### config.mk
export PLATFORM = sky130hd
export DESIGN_NAME = io_bus_master
export DESIGN_NICKNAME = d
export VERILOG_FILES = /design/src/rtl/io_bus_master.sv
export SDC_FILE = /design/constraint.sdc
export NUM_CORES = 1
export LEC_CHECK = 0
export BUFFER_PORTS_ARGS = -buffer_cell sky130_fd_sc_hd__buf_2
export CAP_MARGIN = 20
export CORE_ASPECT_RATIO = 1.75
export CORE_MARGIN = 2
export CORE_UTILIZATION = 25
export CTS_BUF_LIST = sky130_fd_sc_hd__clkbuf_4 sky130_fd_sc_hd__clkbuf_8
export CTS_CLUSTER_SIZE = 16
export DETAILED_ROUTE_END_ITERATION = 7
export PLACE_DENSITY = 0.42
export SLEW_MARGIN = 20
export SYNTH_ARGS = -nofsm -noshare
export SYNTH_HDL_FRONTEND = slang
export SYNTH_SLANG_ARGS = --single-unit
### constraint.sdc
create_clock -name clk -period 2.8 [get_ports clk]
set_input_delay 0.14 -clock clk [delete_from_list [all_inputs] [get_ports clk]]
set_output_delay 0.14 -clock clk [all_outputs]
set_load 0.05 [all_outputs]
### src/rtl/io_bus_master.sv
// CPU-side initiator for the memory-mapped IO bus: one load/store becomes a word-wide
// bus transaction; sub-word stores use read-modify-write, loads are extended.
module io_bus_master #(
  parameter int unsigned TIMEOUT = 255
) (
  input  logic        clk,
  input  logic        rst_n,
  input  logic        mem_req,
  input  logic        mem_we,
  input  logic [1:0]  mem_size,
  input  logic        mem_uns,
  input  logic [31:0] mem_addr,
  input  logic [31:0] mem_wdata,
  output logic [31:0] mem_rdata,
  output logic        mem_done,
  output logic        mem_err,
  output logic        busy,
  output logic [31:0] addr,
  output logic [31:0] dout,
  output logic        we,
  output logic        rreq,
  input  logic [31:0] di,
  input  logic        rdy,
  output logic [2:0]  dbg_state
);

  // Bus handshake: a strobe (rreq or we) is raised with addr/dout already stable and is
  // held until rdy is sampled high on a rising edge; that edge ends the phase and the
  // strobe is low the following cycle. rdy is ignored while no strobe is high.
  typedef enum logic [2:0] {
    S_IDLE   = 3'd0,
    S_RD     = 3'd1,
    S_WR     = 3'd2,
    S_RMW_RD = 3'd3,
    S_RMW_WR = 3'd4,
    S_DONE   = 3'd5
  } state_t;

  localparam logic [15:0] CNT_LAST = 16'(TIMEOUT - 1);

  state_t      state, state_n;
  logic [15:0] cnt, cnt_n;
  logic        gap, gap_n;
  logic [31:0] addr_n, dout_n, rdata_n;
  logic        we_n, rreq_n, done_n, err_n, accept;
  logic [1:0]  r_size, r_lane;
  logic        r_uns;
  logic [15:0] r_wdata;
  logic [31:0] merged, load_ext;
  logic [7:0]  lane_b;
  logic [15:0] lane_h;
  logic        misaligned, cnt_last;

  assign busy      = (state != S_IDLE);
  assign dbg_state = state;
  assign cnt_last  = (cnt == CNT_LAST);
  assign misaligned = ((mem_size == 2'b01) && mem_addr[0]) ||
                      (mem_size[1] && (mem_addr[1:0] != 2'b00));

  // Lane extraction and store merge, both little-endian (lane 0 = bits 7:0).
  always_comb begin
    case (r_lane)
      2'd0:    lane_b = di[7:0];
      2'd1:    lane_b = di[15:8];
      2'd2:    lane_b = di[23:16];
      default: lane_b = di[31:24];
    endcase
    lane_h = r_lane[1] ? di[31:16] : di[15:0];
    case (r_size)
      2'b00:   load_ext = {{24{lane_b[7] & ~r_uns}}, lane_b};
      2'b01:   load_ext = {{16{lane_h[15] & ~r_uns}}, lane_h};
      default: load_ext = di;
    endcase
    merged = di;
    if (r_size == 2'b00) begin
      case (r_lane)
        2'd0:    merged[7:0]   = r_wdata[7:0];
        2'd1:    merged[15:8]  = r_wdata[7:0];
        2'd2:    merged[23:16] = r_wdata[7:0];
        default: merged[31:24] = r_wdata[7:0];
      endcase
    end else if (r_lane[1]) begin
      merged[31:16] = r_wdata;
    end else begin
      merged[15:0] = r_wdata;
    end
  end

  always_comb begin
    state_n = state;
    cnt_n   = cnt;
    gap_n   = 1'b0;
    addr_n  = addr;
    dout_n  = dout;
    rdata_n = mem_rdata;
    we_n    = 1'b0;
    rreq_n  = 1'b0;
    done_n  = 1'b0;
    err_n   = 1'b0;
    accept  = 1'b0;
    case (state)
      S_IDLE: begin
        if (mem_req) begin
          accept = 1'b1;
          cnt_n  = 16'd0;
          addr_n = {mem_addr[31:2], 2'b00};
          if (misaligned) begin
            state_n = S_DONE;
            done_n  = 1'b1;
            err_n   = 1'b1;
          end else if (!mem_we) begin
            state_n = S_RD;
            rreq_n  = 1'b1;
          end else if (mem_size[1]) begin
            state_n = S_WR;
            we_n    = 1'b1;
            dout_n  = mem_wdata;
          end else begin
            state_n = S_RMW_RD;
            rreq_n  = 1'b1;
          end
        end
      end
      S_RD, S_RMW_RD: begin
        if (rdy) begin
          cnt_n = 16'd0;
          if (state == S_RD) begin
            rdata_n = load_ext;
            state_n = S_DONE;
            done_n  = 1'b1;
          end else begin
            dout_n  = merged;
            state_n = S_RMW_WR;
            gap_n   = 1'b1;
          end
        end else if (cnt_last) begin
          cnt_n   = 16'd0;
          state_n = S_DONE;
          done_n  = 1'b1;
          err_n   = 1'b1;
        end else begin
          rreq_n = 1'b1;
          cnt_n  = cnt + 16'd1;
        end
      end
      S_WR, S_RMW_WR: begin
        // First RMW_WR cycle is the idle turnaround between the read and write phases.
        if (gap) begin
          we_n = 1'b1;
        end else if (rdy) begin
          cnt_n   = 16'd0;
          state_n = S_DONE;
          done_n  = 1'b1;
        end else if (cnt_last) begin
          cnt_n   = 16'd0;
          state_n = S_DONE;
          done_n  = 1'b1;
          err_n   = 1'b1;
        end else begin
          we_n  = 1'b1;
          cnt_n = cnt + 16'd1;
        end
      end
      default: state_n = S_IDLE;
    endcase
  end

  always_ff @(posedge clk or negedge rst_n) begin
    if (!rst_n) begin
      state     <= S_IDLE;
      cnt       <= 16'd0;
      gap       <= 1'b0;
      addr      <= 32'd0;
      dout      <= 32'd0;
      mem_rdata <= 32'd0;
      we        <= 1'b0;
      rreq      <= 1'b0;
      mem_done  <= 1'b0;
      mem_err   <= 1'b0;
      r_size    <= 2'b00;
      r_lane    <= 2'b00;
      r_uns     <= 1'b0;
      r_wdata   <= 16'd0;
    end else begin
      state     <= state_n;
      cnt       <= cnt_n;
      gap       <= gap_n;
      addr      <= addr_n;
      dout      <= dout_n;
      mem_rdata <= rdata_n;
      we        <= we_n;
      rreq      <= rreq_n;
      mem_done  <= done_n;
      mem_err   <= err_n;
      if (accept) begin
        r_size  <= mem_size;
        r_lane  <= mem_addr[1:0];
        r_uns   <= mem_uns;
        r_wdata <= mem_wdata[15:0];
      end
    end
  end

endmodule

# --- Yosys cells after proc, flatten, opt, wreduce, memory -nomap -nowiden ---
# Index checks and enable logic that the tools add are counted.
# W data, S select, Z words.
totals:
  regBits: 139
  output_inout_bits: 104
  in_bits: 104
  wordCells: 113
op_classes:
  eq_ne: 16
  add_sub_neg: 1
  n_bitwise: 3
  n_mux: 61
  reduce_logical: 18
ops:
  columns: ["cell", "n"]
  rows:
  - ["$mux W32", 7]
  - ["$pmux W32 S2", 2]
  - ["$mux W16", 7]
  - ["$pmux W16 S3", 1]
  - ["$mux W8", 4]
  - ["$mux W1", 27]
  - ["$pmux W8 S3", 1]
  - ["$mux W3", 6]
  - ["$add A16 B1 Y16 const B", 1]
  - ["$eq A16 B8 Y1 const B", 1]
  - ["$ne A2 B2 Y1 const B", 7]
  - ["$pmux W3 S3", 1]
  - ["$reduce_and A7 Y1", 1]
  - ["$eq A2 B1 Y1 const B", 3]
  - ["$eq A3 B2 Y1 const B", 2]
  - ["$pmux W1 S3", 2]
  - ["$reduce_and A3 Y1", 2]
  - ["$reduce_bool A3 Y1", 2]
  - ["$logic_not A2 Y1", 2]
  - ["$pmux W1 S2", 2]
  - ["$reduce_and A2 Y1", 2]
  - ["$reduce_bool A2 Y1", 2]
  - ["$reduce_or A2 Y1", 2]
  - ["$eq A3 B1 Y1 const B", 1]
  - ["9 further kinds", 11]

# --- Depth between registers and ports, before layout ---
logic_depth:
  word_depth: 7
  ltp_mapped: 8
  mapped_depth_nobuf: 7

# --- Least setup slack after synthesis ---
# No wires, ideal clock.
synth_path:
  path_kind: "register -> register"
  startpoint: "reg state[2] (netlist: dbg_state[2])"
  endpoint: "reg cnt[14]"
  required_ns: 2.724
  path_slack_ns: 0.488
  period_less_slack_ns: 2.312
  arrival_time_ns: 2.236
  path_buffers: 1
  setup_time_ns: 0.076
  stages_incl_launch_ff: 6
  path_cell_list: "dfrtp_1 > or3_1 > clkbuf_1 > nand3_2 > or4_1 > o21ai_1"
synth_via:
  elab_chain_len: 4
  elab_cells_between_ends: 12
  classes_between: "6 x eq/ne; 1 x mux; 5 x reduce/logical"
synth_lines:
  columns: ["item", "line", "text"]
  rows:
  - ["start, declared", "41", "state_t state, state_n;"]
  - ["start signal, assigned", "185", "state <= state_n;"]
  - ["$eq A3 B2 Y1, or another cell as far along", "101", "case (state)"]
  - ["$reduce_or A2 Y1", "101", null]
  - ["$ne A2 B2 Y1 (no line) / $reduce_bool A3 Y1 (equally long branches)", null, null]
  - ["$reduce_and A3 Y1 (no line)", null, null]
  - ["end signal, assigned", "186", "cnt <= cnt_n;"]
  - ["end, declared", "42", "logic [15:0] cnt, cnt_n;"]
# Parallel ways exist; a longest one is shown, timed or not.
# A chain may end at the register's enable or synchronous reset.

# --- Worst setup path in the final report ---
layout_path:
  startpoint: "reg r_size[1]"
  endpoint: "reg dout[30]"
layout_via:
  elab_chain_len: 5
layout_lines:
  columns: ["item", "line", "text"]
  rows:
  - ["start, declared", "46", "logic [1:0] r_size, r_lane;"]
  - ["start signal, assigned", "196", "r_size <= mem_size;"]
  - ["$logic_not A2 Y1", "75", "if (r_size == 2'b00) begin"]
  - ["$mux W32", "75", null]
  - ["$mux W32", "127", "if (state == S_RD) begin"]
  - ["$mux W32", "125", "if (rdy) begin"]
  - ["$pmux W32 S2", "101", null]
  - ["end signal, assigned", "189", "dout <= dout_n;"]
  - ["end, declared", "19", "output logic [31:0] dout,"]
# Every way passes these cells. The select of a mux whose other input is x is not followed.

==> flow_metrics.py <==
metrics = {
    "synth": {
        "netlist_instances": 789,
        "synth-main-ff-cell": "dfrtp_1",
        "synth_area_leader_cell": "dfrtp_1",
        "synthSimpleGateAreaFrac_pct": 25.5,
        "syn_area_sq_um": 6920,
        "synthDominantCellAreaShare_pct": 50.3,
        "synth-seq-cells": 139,
        "yosys_warnings": 0,
        "ys_types": 60,
        "postSynth.asyncResetShare_pct": 100,
        "synth_compound_area_share_pct": 17.9,
        "muxShareOfSynthArea_pct": 1.50,
        "synth-edff-count": 0,
        "yosysSeqAreaShare_pct": 50.3,
        "synth_xor_area_share_pct": 0.127,
        "synth_top_family_by_area": "simple AND/OR/NAND/NOR gates",
        "synthTopCellsByArea": "dfrtp_1, nand2_1, nand3_1",
        "syn-mean-instance-area_sq_um": 8.77,
        "synth_fa_ha_area_share_pct": 0.362,
    },
    "power": {
        "ir_drop_mv": 0.432,
        "p_per_area_nw_per_um2": 1220,
        "p_leak_uw": 0.00484,
    },
    "clocking": {
        "cts_hold_buf": 80,
        "cts_tree": "done",
        "post_cts_buffers": 0,
        "htree_levels": 4,
        "cts_resized": 0,
        "numCtsBuffers": 17,
        "clk_latency_ns": 0.48,
        "clock-root-buffer": "clkbuf_8",
        "clkSlewWorstSetupHoldPaths_ns": 0.09,
        "cts_sinks": 139,
        "cts_max_path_buffers": 2,
    },
    "floorplanning": {
        "fp-row-count": 80,
        "boundaryPins": 208,
        "start_util_pct": 25.4,
        "die_area_sq_um": 29100,
        "dieHeight_um": 224,
        "die_x_um": 130,
        "core_sq_um": 27200,
    },
    "timing": {
        "fin_tns_setup_ns": 0,
        "fin_crit_sh_pct": 79.9,
        "min_period_ns": 2.24,
        "finClkSkew_ns": 0.0154,
        "maxSlewViolCount": 0,
        "rsz0062_at_grt": "false",
        "setup_violations": 0,
        "slew-limit-headroom_pct": 32.9,
        "fmax_mhz": 447,
        "hold_violations": 0,
        "tightest_slew_ns": 1.00,
    },
    "drt": {
        "via_per_inst": 4.73,
        "drt-pass1-iter-count": 4,
        "drc": 0,
        "routedWlPerCell_um": 18.2,
        "ant_nets": 0,
        "drt_iter0_drc": 363,
        "vias": 6812,
        "wl_um": 26100,
    },
    "run": {
        "drv_cap": 0,
    },
    "worst_setup_path": {
        "path_max_fanout": 24,
        "cp.required_ns": 3.19,
        "endpoint_kind": "flop",
        "critPathKind": "reg -> reg",
        "r2r_start": "r_size[1]",
        "startpoint": "r_size[1]",
        "critical_path_arrival_ns": 2.62,
        "critPathLaunchType": "flop",
    },
    "global_route": {
        "grt_pass1_wl_um": 39900,
        "grt_start_max_net_pins": 93,
        "overflow": 0,
        "antenna_found_initial": 1,
        "grt_pass1_vias": 6961,
        "track_usage_pct": 18.3,
    },
    "finish": {
        "fillCellCount": 2967,
        "syn_to_final_growth_pct": 38.6,
        "multi_input_area_sq_um": 3160,
        "nets": 1162,
        "final_layout_size_suffix_gt1_share_pct": 25.4,
        "finalNonFillerCells": 1439,
        "regArea_sq_um": 3480,
    },
    "placed_design": {
        "dp_hpwl_um": 19200,
        "place.gp.congestion": 0.781,
        "io_buffers": 205,
        "place_inst": 1326,
    },
    "min_path": {
        "min_from": "di[1]",
        "min_path_type": "in -> reg",
    },
    "status": {
        "status": "complete, no violations",
    },
}
-- worst max-delay path, stage by stage, from the launching register on --
cell      delay, ns
dfrtp_1        0.39
buf_4          0.22
nor2_1         0.78
nand3_1        0.15
nand2_1        0.14
a221oi_1       0.17
o31ai_1        0.29
-- synthesized netlist by cell type (2+ instances only) --
master	number
nand2_1	256
dfrtp_1	139
nor2_1	59
nand3_1	52
clkbuf_1	26
buf_2	25
a21o_1	23
a21oi_1	19
a22o_1	18
o31ai_1	18
a221oi_1	17
a311oi_1	16
o21ai_0	15
inv_1	8
mux2i_1	7
a22oi_1	6
nand4_1	6
o21ai_1	6
nand2b_1	5
o221ai_1	5
o22ai_1	5
buf_4	4
nor2b_1	4
and2_1	3
and4_1	3
nor3_1	3
o21a_1	3
and3_1	2
ha_1	2
nand3b_1	2
o2bb2ai_1	2
o32ai_1	2
-- layout make-up --
class	instances	area share, %
Multi-Input combinational cell	586	33.0
Sequential cell	139	36.3
Clock inverter	13	1.97
Antenna cell	1	0.0261
Clock buffer	19	2.73
Tap cell	369	4.82
Timing Repair Buffer	304	20.9
Inverter	8	0.313
-- final timing paths --
check | end | slack (ns) | cells after the start
max | dout[30] | 0.56 | 6
min | mem_rdata[1] | 0.05 | 3
max reg2reg | dout[30] | 0.56 | 6
min reg2reg | addr[30] | 0.48 | 2
max in group asynchronous | addr[2] | 2.02 | 3
min in group asynchronous | r_wdata[10] | 0.23 | 3
-- state kept, by name, summed over array words and instances, names as in the netlist --
name and flops:
dout 32, r_size 2, rreq 1, mem_err 1, gap 1, r_uns 1
addr 30, cnt 16, dbg_state 3, r_lane 2, mem_done 1, r_wdata 16
we 1, mem_rdata 32
-- layout by cell type, fill, tap and decap left out, types with 19 or more instances in the layout --
cell	count
nor2_1	59
nand2_1	256
dfrtp_1	139
a21o_1	23
nand3_1	52
clkbuf_8	19
a21oi_1	19
dlygate4sd3_1	80
buf_2	204
-- kinds of logic (layout without fill, tap and decap cells) --
kind of cell | after synthesis | count (layout)
and+or+nand+nor | 408 | 408
AOI/OAI and AO/OA | 164 | 164
DFF | 139 | 139
buffers and inverters | 65 | 344
muxes | 9 | 9
adders and majority gates | 2 | 2
other | 1 | 3
xor gates and xnor gates | 1 | 1
-- routing by layer --
metal / wire length (um) / GRT usage (%) / vias up
li1: - / - / 3273
met1: 9850 / 20.0 / 3291
met2: 14300 / 33.4 / 200
met3: 916 / 3.58 / 48
met4: 1080 / 8.57 / 0
met5: 0 / 0 / -
-- per-stage QoR --
step / utilization, % / hold slack, ns / setup WS (ns) / power [uW] / cell area [sq um]
3_3_place_gp: 30.6 / -0.0624 / 0.637 / 9810 / 8330
2_1_floorplan: - / -0.156 / 0.488 / 7970 / 6920
3_5_place_dp: 30.6 / -0.0616 / 0.617 / 9850 / 8330
6_report: 35.2 / 0.0484 / 0.563 / 11700 / 9580
4_1_cts: 35.2 / 0.00565 / 0.583 / 11900 / 9580
5_1_grt: 35.2 / 0.0140 / 0.361 / 12500 / 9580
-- where the power goes --
part / switching, uW / leakage (uW) / total, uW / internal [uW]
sequential: 637 / 0.00177 / 3450 / 2810
combinational: 4740 / 0.00285 / 6380 / 1650
clock: 871 / 0.000223 / 1900 / 1030
(Power assumes the default switching activity.)
